==> src/rtl/fsm7_driver.sv <==
// Walks an external fsm_7 through a requested number of transitions and checks each step.
// Define FSM7_DRV_HOLD_CHECK_EN to add a negative (non-matching input) check after every step.
`timescale 1ns/1ps
module fsm7_driver #(
  parameter int NSTATES = 7,
  parameter int LAT     = 1,
  parameter int CNT_W   = 8
) (
  input  logic               clock,
  input  logic               reset,
  input  logic               start,
  input  logic [CNT_W-1:0]   steps,
  input  logic [3:0]         y,
  output logic [NSTATES-1:0] adv,
  output logic               busy,
  output logic               done,
  output logic               error,
  output logic [3:0]         err_exp,
  output logic [3:0]         err_got,
  output logic [CNT_W-1:0]   remaining,
  output logic [2:0]         dbg_state
);

  typedef enum logic [2:0] {
    S_IDLE, S_DRIVE, S_WAIT, S_CHECK, S_DONE, S_ERR, S_HOLD
  } state_t;

  localparam logic [3:0]         LAST    = 4'(NSTATES - 1);
  localparam logic [2:0]         LAT_M1  = 3'(LAT - 1);
  localparam logic [NSTATES-1:0] ONE_ADV = NSTATES'(1);
  localparam logic [CNT_W-1:0]   ONE_CNT = CNT_W'(1);

  state_t     state, state_nx;
  logic [3:0] exp_st;
  logic [2:0] wcnt;
  logic       zero_done;
  logic [3:0] nxt;
  logic       match;
  logic       accept;

  // Handshake: start is a one-cycle request with no ready; it is honoured only in IDLE
  // and silently dropped in every other state.
  assign accept = (state == S_IDLE) && start;
  assign nxt    = (exp_st == LAST) ? 4'd0 : exp_st + 4'd1;

`ifdef FSM7_DRV_HOLD_CHECK_EN
  logic       neg;
  logic [4:0] hsum;
  logic [3:0] hold_idx;
  assign hsum     = {1'b0, exp_st} + 5'd3;
  assign hold_idx = (hsum >= 5'(NSTATES)) ? 4'(hsum - 5'(NSTATES)) : hsum[3:0];
  // In the negative phase the FSM must not have moved.
  assign match    = neg ? (y == exp_st) : (y == nxt);
`else
  assign match    = (y == nxt);
`endif

  always_ff @(posedge clock or negedge reset) begin
    if (!reset) state <= S_IDLE;
    else        state <= state_nx;
  end

  always_comb begin
    state_nx = state;
    case (state)
      S_IDLE:  if (accept && steps != '0) state_nx = S_DRIVE;
      S_DRIVE: state_nx = (LAT_M1 == 3'd0) ? S_CHECK : S_WAIT;
      S_WAIT:  if (wcnt <= 3'd1) state_nx = S_CHECK;
      S_CHECK: begin
        if (!match) state_nx = S_ERR;
`ifdef FSM7_DRV_HOLD_CHECK_EN
        else if (neg) state_nx = (remaining == '0) ? S_DONE : S_DRIVE;
        else          state_nx = S_HOLD;
`else
        else state_nx = (remaining == ONE_CNT) ? S_DONE : S_DRIVE;
`endif
      end
      S_DONE:  state_nx = S_IDLE;
      S_ERR:   state_nx = S_ERR;
`ifdef FSM7_DRV_HOLD_CHECK_EN
      S_HOLD:  state_nx = (LAT_M1 == 3'd0) ? S_CHECK : S_WAIT;
`endif
      default: state_nx = S_IDLE;
    endcase
  end

  always_ff @(posedge clock or negedge reset) begin
    if (!reset) begin
      exp_st    <= 4'd0;
      wcnt      <= 3'd0;
      remaining <= '0;
      err_exp   <= 4'd0;
      err_got   <= 4'd0;
      zero_done <= 1'b0;
`ifdef FSM7_DRV_HOLD_CHECK_EN
      neg       <= 1'b0;
`endif
    end else begin
      zero_done <= accept && (steps == '0);
      case (state)
        S_IDLE:  if (accept && steps != '0) remaining <= steps;
        S_DRIVE: wcnt <= LAT_M1;
        S_WAIT:  wcnt <= wcnt - 3'd1;
        S_CHECK: begin
`ifdef FSM7_DRV_HOLD_CHECK_EN
          if (neg) begin
            if (match) neg <= 1'b0;
            else begin
              err_exp <= exp_st;
              err_got <= y;
            end
          end else
`endif
          if (match) begin
            exp_st    <= nxt;
            remaining <= remaining - ONE_CNT;
          end else begin
            err_exp <= nxt;
            err_got <= y;
          end
        end
`ifdef FSM7_DRV_HOLD_CHECK_EN
        S_HOLD: begin
          neg  <= 1'b1;
          wcnt <= LAT_M1;
        end
`endif
        default: ;
      endcase
    end
  end

  always_comb begin
    adv   = '0;
    busy  = 1'b0;
    done  = zero_done;
    error = 1'b0;
    case (state)
      S_DRIVE: begin
        adv  = ONE_ADV << exp_st;
        busy = 1'b1;
      end
      S_WAIT, S_CHECK: busy = 1'b1;
`ifdef FSM7_DRV_HOLD_CHECK_EN
      S_HOLD: begin
        adv  = ONE_ADV << hold_idx;
        busy = 1'b1;
      end
`endif
      S_DONE:  done  = 1'b1;
      S_ERR:   error = 1'b1;
      default: ;
    endcase
  end

  assign dbg_state = state;

endmodule

==> config.mk <==
export PLATFORM = sky130hd
export DESIGN_NAME = fsm7_driver
export DESIGN_NICKNAME = d
export VERILOG_FILES = /design/src/rtl/fsm7_driver.sv
export SDC_FILE = /design/constraint.sdc
export NUM_CORES = 1
export LEC_CHECK = 0
export BUFFER_PORTS_ARGS = -buffer_cell sky130_fd_sc_hd__buf_4
export CAP_MARGIN = 20
export CORE_MARGIN = 4
export CORE_UTILIZATION = 45
export DETAILED_ROUTE_END_ITERATION = 6
export HOLD_SLACK_MARGIN = 0.15
export PLACE_DENSITY_LB_ADDON = 0.2
export SLEW_MARGIN = 30
export SYNTH_ARGS = -nofsm -noshare
export SYNTH_HDL_FRONTEND = slang
export SYNTH_SLANG_ARGS = --single-unit
==> constraint.sdc <==
create_clock -name clock -period 3.85 [get_ports clock]
set_input_delay 0 -clock clock [delete_from_list [all_inputs] [get_ports clock]]
set_output_delay 0 -clock clock [all_outputs]
set_load 0.05 [all_outputs]
# Word level (Yosys, flattened, before mapping)

Index checks and enable logic that the tools add are counted.

Shift-type cells: 1
Magnitude comparators: 1
Equality and inequality tests: 11
Muxes and demuxes: 14
Reduce and logical (&&, ||, !) cells: 13
Bitwise gates (word level): 1
Add/subtract/negate cells: 3

Operator list:

| cell                  | count |
|---|---|
| $mux W8               | 2 |
| $pmux W8 S2           | 1 |
| $pmux W3 S5           | 1 |
| $mux W3               | 4 |
| $eq A8 B1 Y1 const B  | 1 |
| $logic_not A8 Y1      | 1 |
| $reduce_bool A8 Y1    | 1 |
| $sub A8 B1 Y8 const B | 1 |
| $mux W7               | 1 |
| $shl A1 B4 Y7 const A | 1 |
| $eq A3 B2 Y1 const B  | 2 |
| $eq A3 B3 Y1 const B  | 2 |
| $pmux W3 S2           | 1 |
| $reduce_and A2 Y1     | 3 |
| $add A4 B1 Y4 const B | 1 |
| $eq A4 B3 Y1 const B  | 1 |
| $eq A4 B4 Y1          | 1 |
| $mux W4               | 1 |
| $ne A2 B2 Y1 const B  | 2 |
| $reduce_bool A2 Y1    | 2 |
| $eq A3 B1 Y1 const B  | 1 |
| $le A3 B1 Y1 const B  | 1 |
| $logic_and A1 B1 Y1   | 3 |
| $logic_not A3 Y1      | 1 |
| other kinds (6)       | 8 |

Bits in registers: 27
Word-level logic and storage cells: 51
Output and inout port bits: 29
Bits of input ports: 15

# Depth between registers and ports, before layout

Depth in word-level cells: 5
Mapped depth: 8
Gate-level depth less buffers: 7

# Worst setup path after synthesis

Ideal clock, no wire load.

Path type: flip-flop to flip-flop
Start point: reg state[0], in the netlist dbg_state[0]
End point: reg remaining[2]
Arrival: 2.066 ns
Library setup time: 0.094 ns
Clock period less this slack: 2.160 ns
Path buffers: 3
Data required time: 3.756 ns
Stages on the path, launching flop included: 9
Slack: 1.690 ns
Cells stage by stage: dfrtp_1 buf_2 inv_1 or2_2 clkbuf_1 clkbuf_1 nand2_1 o22ai_1 a211oi_1

Cells in the longest elaborated chain, start to end: 5
Elaborated cells between the ends (all ways): 9
Classes of those cells: 3 x eq/ne; 1 x mux; 5 x reduce/logical

RTL lines:

| element                     | RTL line | source |
|---|---|---|
| start: declaration          | 33       | `state_t state, state_nx;` |
| start signal: assignment    | 60       | `else state <= state_nx;` |
| $logic_not A3 Y1            | 43, 100  |  |
| $logic_and A1 B1 Y1         | 43       | `assign accept = (state == S_IDLE) && start;` |
| $logic_and A1 B1 Y1         | 101      | `S_IDLE: if (accept && steps != '0) remaining <= steps;` |
| $ne A2 B1 Y1 (no line)      | -        |  |
| $reduce_and A3 Y1 (no line) | -        |  |
| end signal: assignment      | 101      |  |
| end signal: assignment      | 116      | `remaining <= remaining - ONE_CNT;` |
| end: declaration            | 20       | `output logic [CNT_W-1:0] remaining,` |

Parallel ways exist; a longest one is shown, timed or not.
A chain may end at the register's enable or synchronous reset.

# Worst setup path in the final report

Start point: reg exp_st[0]
End point: reg exp_st[2]

Cells in the longest elaborated chain, start to end: 4
Elaborated cells between the ends (all ways): 5
Classes of those cells: 1 x add/sub; 2 x eq/ne; 1 x mux; 1 x reduce/logical

RTL lines:

| element                                              | RTL line | source |
|---|---|---|
| start: declaration                                   | 34       | `logic [3:0] exp_st;` |
| start signal: assignment                             | 115      | `exp_st <= nxt;` |
| $add A4 B1 Y4 / $eq A4 B3 Y1 (equally long branches) | 44       | `assign nxt = (exp_st == LAST) ? 4'd0 : exp_st + 4'd1;` |
| $mux W4 (*)                                          | 44       |  |
| $eq A4 B4 Y1                                         | 55       | `assign match = (y == nxt);` |
| $reduce_and A2 Y1 (no line)                          | -        |  |

Every way passes the cells marked *; elsewhere a longest branch is shown, timed or not.

==> results.json <==
{
  "syn_area_sq_mm": 0.00175,
  "die_area_sq_mm": 0.00496,
  "start_util": 0.472,
  "synthFlopType": "dfrtp_1",
  "synthesis.nets": 210,
  "ys_top_cells_by_area": "dfrtp_1 (39%), mux2_4 (6.0%), nor2_1 (4.1%)",
  "critPathArrivalTime_ps": 2660,
  "drtPass1Iterations": 4,
  "worst_slew_pin_slew_ps": 797,
  "path_max_fanout": 13,
  "place_hpwl_um": 2980,
  "maxCapViolations": 0,
  "power.leakage_nw": 1.04,
  "insertion_delay_ps": 270,
  "grt_pass1_vias": 1528,
  "h-tree-depth": 1,
  "synth_seq_cells": 27,
  "cts_sinks": 27,
  "multi_input_area_sq_um": 987,
  "numCtsBuffers": 3,
  "holdWs_ps": 175,
  "ant_nets": 0,
  "yosysUniqueCellTypes": 54,
  "drt_iter0_markers": 74,
  "drt-total-wl_um": 4220,
  "dp_cells": 271,
  "rsz0062_at_grt": "false",
  "synth_seq_area_share": 0.385,
  "cts_tree": "yes",
  "avgSynthCellArea_sq_um": 9.23,
  "chipHeight_um": 70.4,
  "fill_cells": 338,
  "final_hold_viol_count": 0,
  "clock_skew_ps": 1.93,
  "grt_overflow": 0,
  "antenna_found_initial": 0,
  "track_usage": 0.179,
  "relSlewSlack": 0.469,
  "seq_area_sq_um": 676,
  "synthArstFlopShare": 1.00,
  "synthCells": 190,
  "io_pins": 44,
  "finalSetupViolations": 0,
  "grt_pass1_wl_um": 7220,
  "cts_resized": 0,
  "root_buffer": "clkbuf_8",
  "synth-edff-count": 0,
  "vias": 1612,
  "hold_path_class": "in2async",
  "diodes": 0,
  "fmax_mhz": 399,
  "drc": 0,
  "cp_cell_sequence": "and2_4, ha_1, o21ai_0, and4b_4, and3_1, nand2_1, mux2_1",
  "yosys.area.top_type": "dfrtp_1",
  "core-area_sq_mm": 0.00372,
  "layout-drive-gt1-share": 0.252,
  "final.period_utilization": 0.651,
  "status": "completed",
  "min_period_ps": 2510,
  "via_per_inst": 5.56,
  "layout.nets": 263,
  "fp.dieW_um": 70.4,
  "vdd_drop_max_mv": 0.482,
  "rows": 22,
  "ys_warn_count": 0,
  "fin_cells": 290,
  "path_class": "reg2reg",
  "fin_total_pwr_mw": 2.06,
  "cp.required_ps": 4010,
  "routabilityCongestion": 0.853,
  "fin_setup_tns_ps": 0,
  "cts.clk_slew.worst_paths_ps": 90,
  "avgRoutedWirePerCell_um": 14.6,
  "slowest_stage": "dfrtp_1",
  "slew_violations": 0,
  "crit_path_end_kind": "register",
  "power_density_mw_per_mm2": 906,
  "max_stage_delay_ps": 540,
  "area_delta_synth_final_pct": 30.0,
  "synth_top_area_share": 0.385,
  "io_buffers": 43,
  "grt_max_degree": 28,
  "cp-start-kind": "register",
  "cts.path.max_buffers": 2
}
[placed cells by master (no fill, tap or decap), drive strengths merged, types with 6 or more instances in the layout]
| cell type | instances |
|---|---|
| nand2b | 6 |
| inv | 10 |
| dlygate4sd3 | 15 |
| nand2 | 13 |
| nand3 | 8 |
| a21oi | 9 |
| dfrtp | 27 |
| nor2 | 20 |
| buf | 43 |
| mux2 | 9 |
| o21ai | 9 |
[path summary, 6_finish.rpt]
| path | from | endpoint | slack (ps) | cells past startpoint |
|---|---|---|---|---|
| worst max-delay path | exp_st[0] | exp_st[2] | 1340 | 7 |
| worst min-delay path | reset | err_got[1] | 180 | 2 |
| worst max register to register | exp_st[0] | exp_st[2] | 1340 | 7 |
| worst min register to register | wcnt[1] | wcnt[1] | 510 | 1 |
| max in group asynchronous | reset | wcnt[2] | 3410 | 2 |
| min in group clock | wcnt[1] | wcnt[1] | 510 | 1 |
[cell type report]
type / instances / area share
flip-flops and latches: 27 / 0.297
well taps: 48 / 0.0264
inverters: 10 / 0.0165
multi-input cells: 143 / 0.433
repair buffers: 58 / 0.208
clock buffers: 4 / 0.0198
[layer usage]
layer,vias to the layer above,global-route usage,routed length [um]
met4,0,0.0383,32
met2,32,0.285,2000
met3,4,0.0259,169
met1,779,0.256,2020
met5,-,0,0
li1,797,-,-
[timing repair]
item / 4_1_cts / 5_1_grt
setup buffers: 0 / 0
endpoints found under the hold margin: 40 / 0
hold buffers: 15 / 0
[registers in the layout, summed over array words and instances (netlist names)]
signal     count
exp_st         4
wcnt           3
remaining      8
dbg_state      3
err_exp        4
zero_done      1
err_got        4
[metrics by stage]
| stage | area [sq um] | setup slack (ps) | utilization |
|---|---|---|---|
| finish | 2280 | 1340 | 0.613 |
| global route | 2280 | 1210 | 0.613 |
| CTS | 2280 | 1350 | 0.613 |
| detailed placement | 2080 | 1410 | 0.561 |
| global placement | 2080 | 1470 | 0.561 |
| floorplan | 1750 | 1690 | - |
[worst max-delay path, delay by kind of cell, from the launching register on]
family,cells,cell delay (ps)
and+or+nand+nor,4,1080
muxes,1,360
DFF,1,540
adders and majority gates,1,240
AOI/OAI and AO/OA,1,170
[where the power goes]
part / total, mW / switching [mW] / internal [mW]
Clock: 0.158 / 0.0843 / 0.0741
Combinational: 1.33 / 0.851 / 0.479
Sequential: 0.575 / 0.166 / 0.410
Total: 2.06 / 1.10 / 0.963
[cells in the mapped netlist, drive strengths merged (6+ instances only)]
master	n
nor2	20
nand2	13
inv	10
dfrtp	27
o21ai	9
nand2b	6
mux2	9
a21oi	9
nand3	8
[kinds of logic after synthesis]
logic type	after synthesis	share of synthesized area
and+or+nand+nor	81	0.262
AOI/OAI and AO/OA	43	0.166
DFF	27	0.385
buffers and inverters	20	0.0514
muxes	11	0.0842
adders and majority gates	5	0.0357
xor gates and xnor gates	3	0.0150
(Power assumes the default switching activity.)
